`src/rtl/dmem_lsu_if.sv`:
```
// rtl/dmem_lsu_if.sv - data RAM request/grant/rvalid bus between the load/store unit and memory
interface dmem_lsu_if;
  logic        bus_req_o;
  logic        bus_we_o;
  logic [31:0] bus_addr_o;
  logic [3:0]  bus_be_o;
  logic [31:0] bus_wdata_o;
  logic        bus_gnt_i;
  logic        bus_rvalid_i;
  logic [31:0] bus_rdata_i;

  modport master (
    output bus_req_o, bus_we_o, bus_addr_o, bus_be_o, bus_wdata_o,
    input  bus_gnt_i, bus_rvalid_i, bus_rdata_i
  );

  modport slave (
    input  bus_req_o, bus_we_o, bus_addr_o, bus_be_o, bus_wdata_o,
    output bus_gnt_i, bus_rvalid_i, bus_rdata_i
  );
endinterface

```
`src/rtl/dmem_lsu.sv`:
```
// rtl/dmem_lsu.sv - ex_mem load/store to single word-aligned bus access; DMEM_MISALIGN_CHK_EN enables misalign abort
`ifndef INST_TYPE_L
`define INST_TYPE_L 7'b0000011
`endif
`ifndef INST_TYPE_S
`define INST_TYPE_S 7'b0100011
`endif

module dmem_lsu #(
  parameter int TIMEOUT_CYC = 255
) (
  input  logic        clk,
  input  logic        rstn,
  input  logic        req_valid_i,
  input  logic        flush_i,
  input  logic [31:0] inst_i,
  input  logic [31:0] mem_addr_i,
  input  logic [31:0] st_data_i,
  dmem_lsu_if.master  bus,
  output logic        stall_o,
  output logic        done_o,
  output logic [31:0] rdata_o,
  output logic        err_o
);
  localparam int CW = $clog2(TIMEOUT_CYC + 1);
  localparam logic [CW-1:0] CNT_LAST = CW'(TIMEOUT_CYC - 1);

  typedef enum logic [1:0] {S_IDLE, S_REQ, S_WAIT, S_DONE} state_t;
  state_t state, state_nxt;

  logic [6:0]    opcode;
  logic [1:0]    size;
  logic [1:0]    a;
  logic          is_ld;
  logic          is_st;
  logic          start;
  logic          misalign;
  logic          timeout;
  logic          abort;
  logic [3:0]    be_c;
  logic [31:0]   wdata_c;
  logic [29:0]   addr_q;
  logic [3:0]    be_q;
  logic [31:0]   wdata_q;
  logic          load_q;
  logic          err_q;
  logic [CW-1:0] cnt_q;
  logic          unused_inst;

  assign unused_inst = ^{inst_i[31:15], inst_i[11:7]};

  always_comb begin
    opcode = inst_i[6:0];
    size   = inst_i[13:12];
    a      = mem_addr_i[1:0];
    is_ld  = (opcode == `INST_TYPE_L);
    is_st  = (opcode == `INST_TYPE_S);
    start  = req_valid_i & (is_ld | is_st) & ~flush_i;
    // funct3[2] only selects sign extension, which the mem stage handles
    case (size)
      2'b00: begin
        be_c    = 4'b0001 << a;
        wdata_c = {4{st_data_i[7:0]}};
      end
      2'b01: begin
        be_c    = a[1] ? 4'b1100 : 4'b0011;
        wdata_c = {2{st_data_i[15:0]}};
      end
      default: begin
        be_c    = 4'b1111;
        wdata_c = st_data_i;
      end
    endcase
`ifdef DMEM_MISALIGN_CHK_EN
    misalign = ((size == 2'b01) & a[0]) | ((size == 2'b10) & (a != 2'b00));
`else
    misalign = 1'b0;
`endif
    timeout = ((state == S_REQ) | (state == S_WAIT)) & (cnt_q >= CNT_LAST);
    // a grant or read return in the final cycle still completes normally
    abort   = timeout
            & ~((state == S_REQ) & (bus.bus_gnt_i | flush_i))
            & ~((state == S_WAIT) & bus.bus_rvalid_i);
  end

  always_ff @(posedge clk) begin
    if (rstn) state <= S_IDLE;
    else      state <= state_nxt;
  end

  always_comb begin
    state_nxt = state;
    case (state)
      S_IDLE: if (start) state_nxt = misalign ? S_DONE : S_REQ;
      S_REQ: begin
        if (bus.bus_gnt_i)  state_nxt = load_q ? S_WAIT : S_DONE;
        else if (flush_i)   state_nxt = S_IDLE;
        else if (abort)     state_nxt = S_DONE;
      end
      S_WAIT: if (bus.bus_rvalid_i | abort) state_nxt = S_DONE;
      default: state_nxt = S_IDLE;
    endcase
  end

  always_comb begin
    bus.bus_req_o   = (state == S_REQ);
    bus.bus_we_o    = (state == S_REQ) & ~load_q;
    bus.bus_addr_o  = {addr_q, 2'b00};
    bus.bus_be_o    = be_q;
    bus.bus_wdata_o = wdata_q;
    stall_o         = (state == S_REQ) | (state == S_WAIT) | ((state == S_IDLE) & start);
    done_o          = (state == S_DONE);
    err_o           = (state == S_DONE) & err_q;
  end

  always_ff @(posedge clk) begin
    if (rstn) begin
      addr_q  <= '0;
      be_q    <= '0;
      wdata_q <= '0;
      load_q  <= 1'b0;
      err_q   <= 1'b0;
      cnt_q   <= '0;
      rdata_o <= '0;
    end else begin
      if ((state == S_IDLE) && start) begin
        addr_q  <= mem_addr_i[31:2];
        be_q    <= be_c;
        wdata_q <= wdata_c;
        load_q  <= is_ld;
        err_q   <= misalign;
        cnt_q   <= '0;
      end else if ((state == S_REQ) || (state == S_WAIT)) begin
        if (cnt_q != '1) cnt_q <= cnt_q + 1'b1;
        err_q <= abort;
      end
      if ((state == S_WAIT) && bus.bus_rvalid_i) rdata_o <= bus.bus_rdata_i;
      else if (abort && load_q)                 rdata_o <= '0;
    end
  end
endmodule

```
`src/flat_wrapper.sv`:
```
// flat-port wrapper written by rule: the top's interface ports become plain ports
module dmem_lsu_flat 
#(
  parameter int TIMEOUT_CYC = 255
)
  (clk, rstn, req_valid_i, flush_i, inst_i, mem_addr_i, st_data_i, stall_o, done_o, rdata_o, err_o, bus_bus_req_o, bus_bus_we_o, bus_bus_addr_o, bus_bus_be_o, bus_bus_wdata_o, bus_bus_gnt_i, bus_bus_rvalid_i, bus_bus_rdata_i);
  dmem_lsu_if bus_i ();
  input  logic clk;
  input  logic rstn;
  input  logic req_valid_i;
  input  logic flush_i;
  input  logic [31:0] inst_i;
  input  logic [31:0] mem_addr_i;
  input  logic [31:0] st_data_i;
  output logic stall_o;
  output logic done_o;
  output logic [31:0] rdata_o;
  output logic err_o;
  output wire logic [$bits(bus_i.bus_req_o)-1:0] bus_bus_req_o;
  output wire logic [$bits(bus_i.bus_we_o)-1:0] bus_bus_we_o;
  output wire logic [$bits(bus_i.bus_addr_o)-1:0] bus_bus_addr_o;
  output wire logic [$bits(bus_i.bus_be_o)-1:0] bus_bus_be_o;
  output wire logic [$bits(bus_i.bus_wdata_o)-1:0] bus_bus_wdata_o;
  input wire logic [$bits(bus_i.bus_gnt_i)-1:0] bus_bus_gnt_i;
  input wire logic [$bits(bus_i.bus_rvalid_i)-1:0] bus_bus_rvalid_i;
  input wire logic [$bits(bus_i.bus_rdata_i)-1:0] bus_bus_rdata_i;
  assign bus_bus_req_o = bus_i.bus_req_o;
  assign bus_bus_we_o = bus_i.bus_we_o;
  assign bus_bus_addr_o = bus_i.bus_addr_o;
  assign bus_bus_be_o = bus_i.bus_be_o;
  assign bus_bus_wdata_o = bus_i.bus_wdata_o;
  assign bus_i.bus_gnt_i = bus_bus_gnt_i;
  assign bus_i.bus_rvalid_i = bus_bus_rvalid_i;
  assign bus_i.bus_rdata_i = bus_bus_rdata_i;
  dmem_lsu #(.TIMEOUT_CYC(TIMEOUT_CYC)) u_core (.clk(clk), .rstn(rstn), .req_valid_i(req_valid_i), .flush_i(flush_i), .inst_i(inst_i), .mem_addr_i(mem_addr_i), .st_data_i(st_data_i), .bus(bus_i), .stall_o(stall_o), .done_o(done_o), .rdata_o(rdata_o), .err_o(err_o));
endmodule
```
`config.mk`:
```
export PLATFORM = sky130hd
export DESIGN_NAME = dmem_lsu_flat
export DESIGN_NICKNAME = d
export VERILOG_FILES = /design/src/rtl/dmem_lsu_if.sv /design/src/rtl/dmem_lsu.sv /design/src/flat_wrapper.sv
export SDC_FILE = /design/constraint.sdc
export NUM_CORES = 1
export LEC_CHECK = 0
export ABC_AREA = 1
export BUFFER_PORTS_ARGS = -buffer_cell sky130_fd_sc_hd__buf_2
export CORE_ASPECT_RATIO = 1.1
export CORE_MARGIN = 2
export CORE_UTILIZATION = 41
export CTS_BUF_LIST = sky130_fd_sc_hd__clkbuf_16
export CTS_CLUSTER_DIAMETER = 50
export DETAILED_ROUTE_END_ITERATION = 6
export HOLD_SLACK_MARGIN = 0.06
export PLACE_DENSITY = 0.76
export RECOVER_POWER = 50
export SLEW_MARGIN = 20
export SYNTH_ARGS = -nofsm -noshare
export SYNTH_HDL_FRONTEND = slang
export SYNTH_SLANG_ARGS = --single-unit
```
`constraint.sdc`:
```
create_clock -name clk -period 1.85 [get_ports clk]
set_input_delay 0.555 -clock clk [delete_from_list [all_inputs] [get_ports clk]]
set_output_delay 0.555 -clock clk [all_outputs]
set_load 0.005 [all_outputs]
```
=== Word-level counts from Yosys, hierarchy flattened ===
Cells that the tools add are included.

* Register bits after elaboration: 110
* Input bits: 134
* Output and inout port bits: 105

* $add $sub $neg: 1
* Magnitude comparators: 1
* Eq/ne operators: 10
* Shifts and indexed selects: 1
* Muxes and demuxes: 12
* Bitwise logic cells: 19
* Reduce and logical (&&, ||, !) cells: 10

{| class="wikitable"
|+ Operators with widths
! kind !! count
|-
| two-way mux 32 bit || 2
|-
| one-hot mux 32 bit (2 select lines) || 1
|-
| bitwise AND 1 bit || 10
|-
| two-way mux 2 bit || 5
|-
| adder 8 x 1 -> 8 bit (second input constant) || 1
|-
| >= comparator 8 bit (second input constant) || 1
|-
| != test 8 bit (second input constant) || 1
|-
| one-hot mux 4 bit (2 select lines) || 1
|-
| equality test 7 x 2 -> 1 bit (second input constant) || 1
|-
| equality test 7 x 6 -> 1 bit (second input constant) || 1
|-
| one-hot mux 2 bit (3 select lines) || 1
|-
| bitwise OR 1 bit || 5
|-
| equality test 2 x 1 -> 1 bit (second input constant) || 2
|-
| equality test 2 bit (second input constant) || 2
|-
| logical NOT 2 bit || 2
|-
| two-way mux 4 bit || 1
|-
| != test 4 x 2 -> 1 bit (second input constant) || 1
|-
| inverter 1 bit || 4
|-
| << shifter 1 x 2 -> 4 bit (first input constant) || 1
|-
| logical AND 1 bit || 3
|-
| AND reduction 3 bit || 1
|-
| != test 2 x 1 -> 1 bit (second input constant) || 1
|-
| != test 2 bit (second input constant) || 1
|-
| AND reduction 2 bit || 1
|-
| other kinds (4) || 4
|}

=== Logic depth before layout (Yosys ltp) ===
* Word-level depth: 9
* Depth in mapped cells: 11
* Mapped depth without buffers: 11

=== Least setup slack after synthesis ===
No wires, ideal clock.

* Path kind: input -> output
* Start point: input inst_i[2]
* End point: output stall_o
* Arrival time: 1.367 ns
* Required time: 1.295 ns
* Path slack: -0.072 ns
* Stages: 6
* Cell sequence: or2_1 nor2_4 nand3_4 buf_6 buf_6 nand2_1

* Cells in the longest elaborated chain, start to end: 6
* Elaborated cells on any way between the ends: 7

{| class="wikitable"
|+ RTL lines
! what !! RTL line !! source
|-
| start, declared || flat_wrapper.sv:12 || <nowiki>input logic [31:0] inst_i;</nowiki>
|-
| equality test 7 x 2 -> 1 bit (no line) or equality test 7 x 6 -> 1 bit (tied branches) || -- ||
|-
| bitwise OR 1 bit * || dmem_lsu.sv:58 || <nowiki>start = req_valid_i & (is_ld | is_st) & ~flush_i;</nowiki>
|-
| bitwise AND 1 bit * (2 in series) || dmem_lsu.sv:58 ||
|-
| bitwise AND 1 bit * || dmem_lsu.sv:111 || <nowiki>stall_o = (state == S_REQ) | (state == S_WAIT) | ((state == S_IDLE) & start);</nowiki>
|-
| bitwise OR 1 bit * || dmem_lsu.sv:111 ||
|-
| end, declared || flat_wrapper.sv:15 || <nowiki>output logic stall_o;</nowiki>
|}

Mark *: on every way between the ends. The rest lies on a longest branch, timed or not.

=== Worst setup path after layout ===
Ends and elaborated chain as after synthesis.

==> out/results.ini <==
[status]
status = finished, final reports clean

[grt]
track_usage = 0.200
antenna_found_initial = 0
grt_first_pass_wirelength_um = 19900
grt_max_degree = 69
grt-ovfl-total = 0
grt_pass1_vias = 4235

[floorplan]
num_rows = 40
initial_core_util = 0.425
fp.dieH_um = 116
die_w_um = 106
core-area_sq_um = 11000
die-area_sq_um = 12300
io_pins = 239

[setup_path]
crit_chain = buf_6, or2_4, nor2_4, nand3_4, nand2_2, buf_2
r2r_start = u_core.state[0]$_SDFFE_PP0P_
path_class = in -> out
start_kind = input pin
r2r_setup_slack_ns = 0.18
timing.rr.end = u_core.addr_q[8]$_SDFFE_PP0P_
critical_path.endpoint = stall_o
crit_start = inst_i[2]
max_stage_delay_ns = 0.24
slowest_stage = or2_4
critPathCaptureType = output port
required_ns = 1.29
cp_max_fo = 3
r2r_cells = 8
critPathArrivalTime_ns = 1.28

[timing]
hold_viol_final = 0
slew_violations = 0
fin_crit_ns = 1.83
whs_ns = 0.442
fmax_mhz = 546
tns_ns = 0
rsz0062_at_grt = yes
period_share = 0.990
clock_skew_ns = 0.00650
setup_viol = 0
setup_slack_ns = 0.0187

[drt]
drt-met1-wl_um = 5330
wl_per_cell_um = 12.4
drt_iter0_markers = 255
vias = 4672
drt_pass1_iterations = 6
postRouteAntennaNets = 0
routed_wl_um = 12400
met2_length_um = 5790
wl_met3_um = 1080
routed.top_layer = met4
vias_per_cell = 4.68
post-route-drc-count = 0

[synth]
synth_ff_type = dfxtp_1
ys_seq_elements = 110
synth_cell_types = 22
synthTopCellsByArea = dfxtp_1, a21oi_1, nand2_1, o21ai_0, inv_1
synth_top_area_cell = dfxtp_1
synth_edf_count = 0
async_reset_ff_frac = 0
ys_top_cells_by_count = nand2_1, dfxtp_1, a21oi_1
postSynthAreaPerCell_sq_um = 7.35
yosysSeqAreaShare = 0.470
yosysWarningCount = 0
netlist_area_sq_um = 4680
yosysMostFrequentCell = nand2_1
yosys.area.top_type_share = 0.470
synth_cells = 637

[placement]
numPlacedInstances = 981
place_congestion = 0.803
placement.io_buffers = 213
dpl-instance-area_sq_um = 5980
dp_hpwl_um = 9090
pre_cts_slack_ns = -0.0671

[layout]
drive_gt1_frac = 0.241
final_cells = 998
num_antenna_cells = 0
fin_area_sq_um = 6220
final_nets = 987
syn_to_final_growth_pct = 33.0

[job]
maxCapViolations = 0

[clock_network]
cts_tree = done
clk_latency_ns = 0.35
cts_made_buffers = 9
clk_pin_slew_worst_paths_ns = 0.07
cts.sinks = 110
clockBufferDepth = 2
cts-root-buf = clkbuf_16
cts-htree-levels = 3

[hold_path]
hold-path-cell-count = 2
hp-class = reg -> reg

[power]
p_per_area_nw_per_um2 = 796
peakVddDrop_uv = 397
leakagePower_nw = 2.63

-- cell type report --
cell class,instances,area (sq um)
Timing Repair Buffer,238,1260
Tap cell,147,184
Multi-Input combinational cell,389,1910
Fill cell,1119,4790
Clock buffer,9,225
Clock inverter,6,62.6
Sequential cell,110,2200
Inverter,99,372
-- report_power, final --
group          internal [mW]  switching [mW]  total (mW)
logic                  0.269           0.347       0.617
clock network           1.04           0.858        1.90
registers               2.41          0.0302        2.44
total                   3.72            1.24        4.95
-- cell usage in the layout, fill, tap and decap left out, types with 2 or more instances in the layout --
master / Yosys / layout
dfxtp_1: 110 / 108
clkinvlp_4: 0 / 2
nor2_4: 2 / 2
buf_12: 0 / 6
o21ai_0: 83 / 83
nand2_1: 114 / 113
clkinv_1: 0 / 2
nor2_1: 18 / 17
inv_1: 99 / 95
clkbuf_1: 22 / 62
buf_4: 5 / 16
buf_6: 6 / 3
dfxtp_2: 0 / 2
xor2_1: 2 / 2
nand3_1: 40 / 40
ha_1: 6 / 4
clkbuf_16: 0 / 9
o211ai_1: 8 / 8
conb_1: 1 / 2
buf_2: 7 / 150
inv_2: 0 / 3
a21oi_1: 108 / 108
-- repair_timing --
item | 4_1_cts | 5_1_grt
buffers inserted | 0 | 2
hold buffers | 0 | 0
pin swaps | 1 | 2
setup endpoints to repair | 2 | 2
endpoints found under the hold margin | 0 | 0
gates resized for setup | 7 | 3
-- through the flow --
step	utilization	power (mW)
after CTS	0.571	5.00
after detailed placement	0.543	3.08
after global placement	0.543	3.07
final	0.565	4.95
after floorplan	-	2.82
after global routing	0.565	5.21
-- how the worst min path moves through the flow --
stage	end	startpoint	slack [ns]
global placement	u_core.addr_q[22]$_SDFFE_PP0P_	u_core.addr_q[22]$_SDFFE_PP0P_	0.43
detailed placement	u_core.addr_q[0]$_SDFFE_PP0P_	u_core.addr_q[0]$_SDFFE_PP0P_	0.43
floorplan	u_core.addr_q[0]$_SDFFE_PP0P_	u_core.addr_q[0]$_SDFFE_PP0P_	0.44
finish	u_core.addr_q[5]$_SDFFE_PP0P_	u_core.addr_q[5]$_SDFFE_PP0P_	0.44
global route	u_core.rdata_o[10]$_SDFFE_PP0P_	bus_bus_rdata_i[10]	0.44
CTS	u_core.addr_q[0]$_SDFFE_PP0P_	u_core.addr_q[0]$_SDFFE_PP0P_	0.44
-- logic make-up (layout without fill, tap and decap cells) --
| group | Yosys count | after routing | share of synthesized area |
|---|---|---|---|
| compound gates | 199 | 199 | 0.217 |
| simple gates | 179 | 179 | 0.163 |
| buf+inv | 139 | 352 | 0.127 |
| flops | 110 | 110 | 0.470 |
| fa+ha+maj | 6 | 6 | 0.0160 |
| xor+xnor | 3 | 3 | 0.00561 |
| other cells | 1 | 2 | 0.000801 |
-- metal layers --
metal	vias up	track usage
li1	2456	-
met1	2030	0.240
met2	170	0.343
met3	16	0.0579
met4	0	0.0737
met5	-	0
-- sequential cells by signal, summed over array words and instances (netlist names) --
register / count
u_core.state: 2
u_core.rdata_o: 32
u_core.cnt_q: 8
u_core.bus.bus_wdata_o: 32
u_core.err_q: 1
u_core.load_q: 1
u_core.addr_q: 30
u_core.bus.bus_be_o: 4
-- worst max-delay path: cells and delay by family --
kind,cells,cell delay [ns]
buf+inv,2,0.19
simple gates,4,0.53
Power figures use the tool's default switching activity.
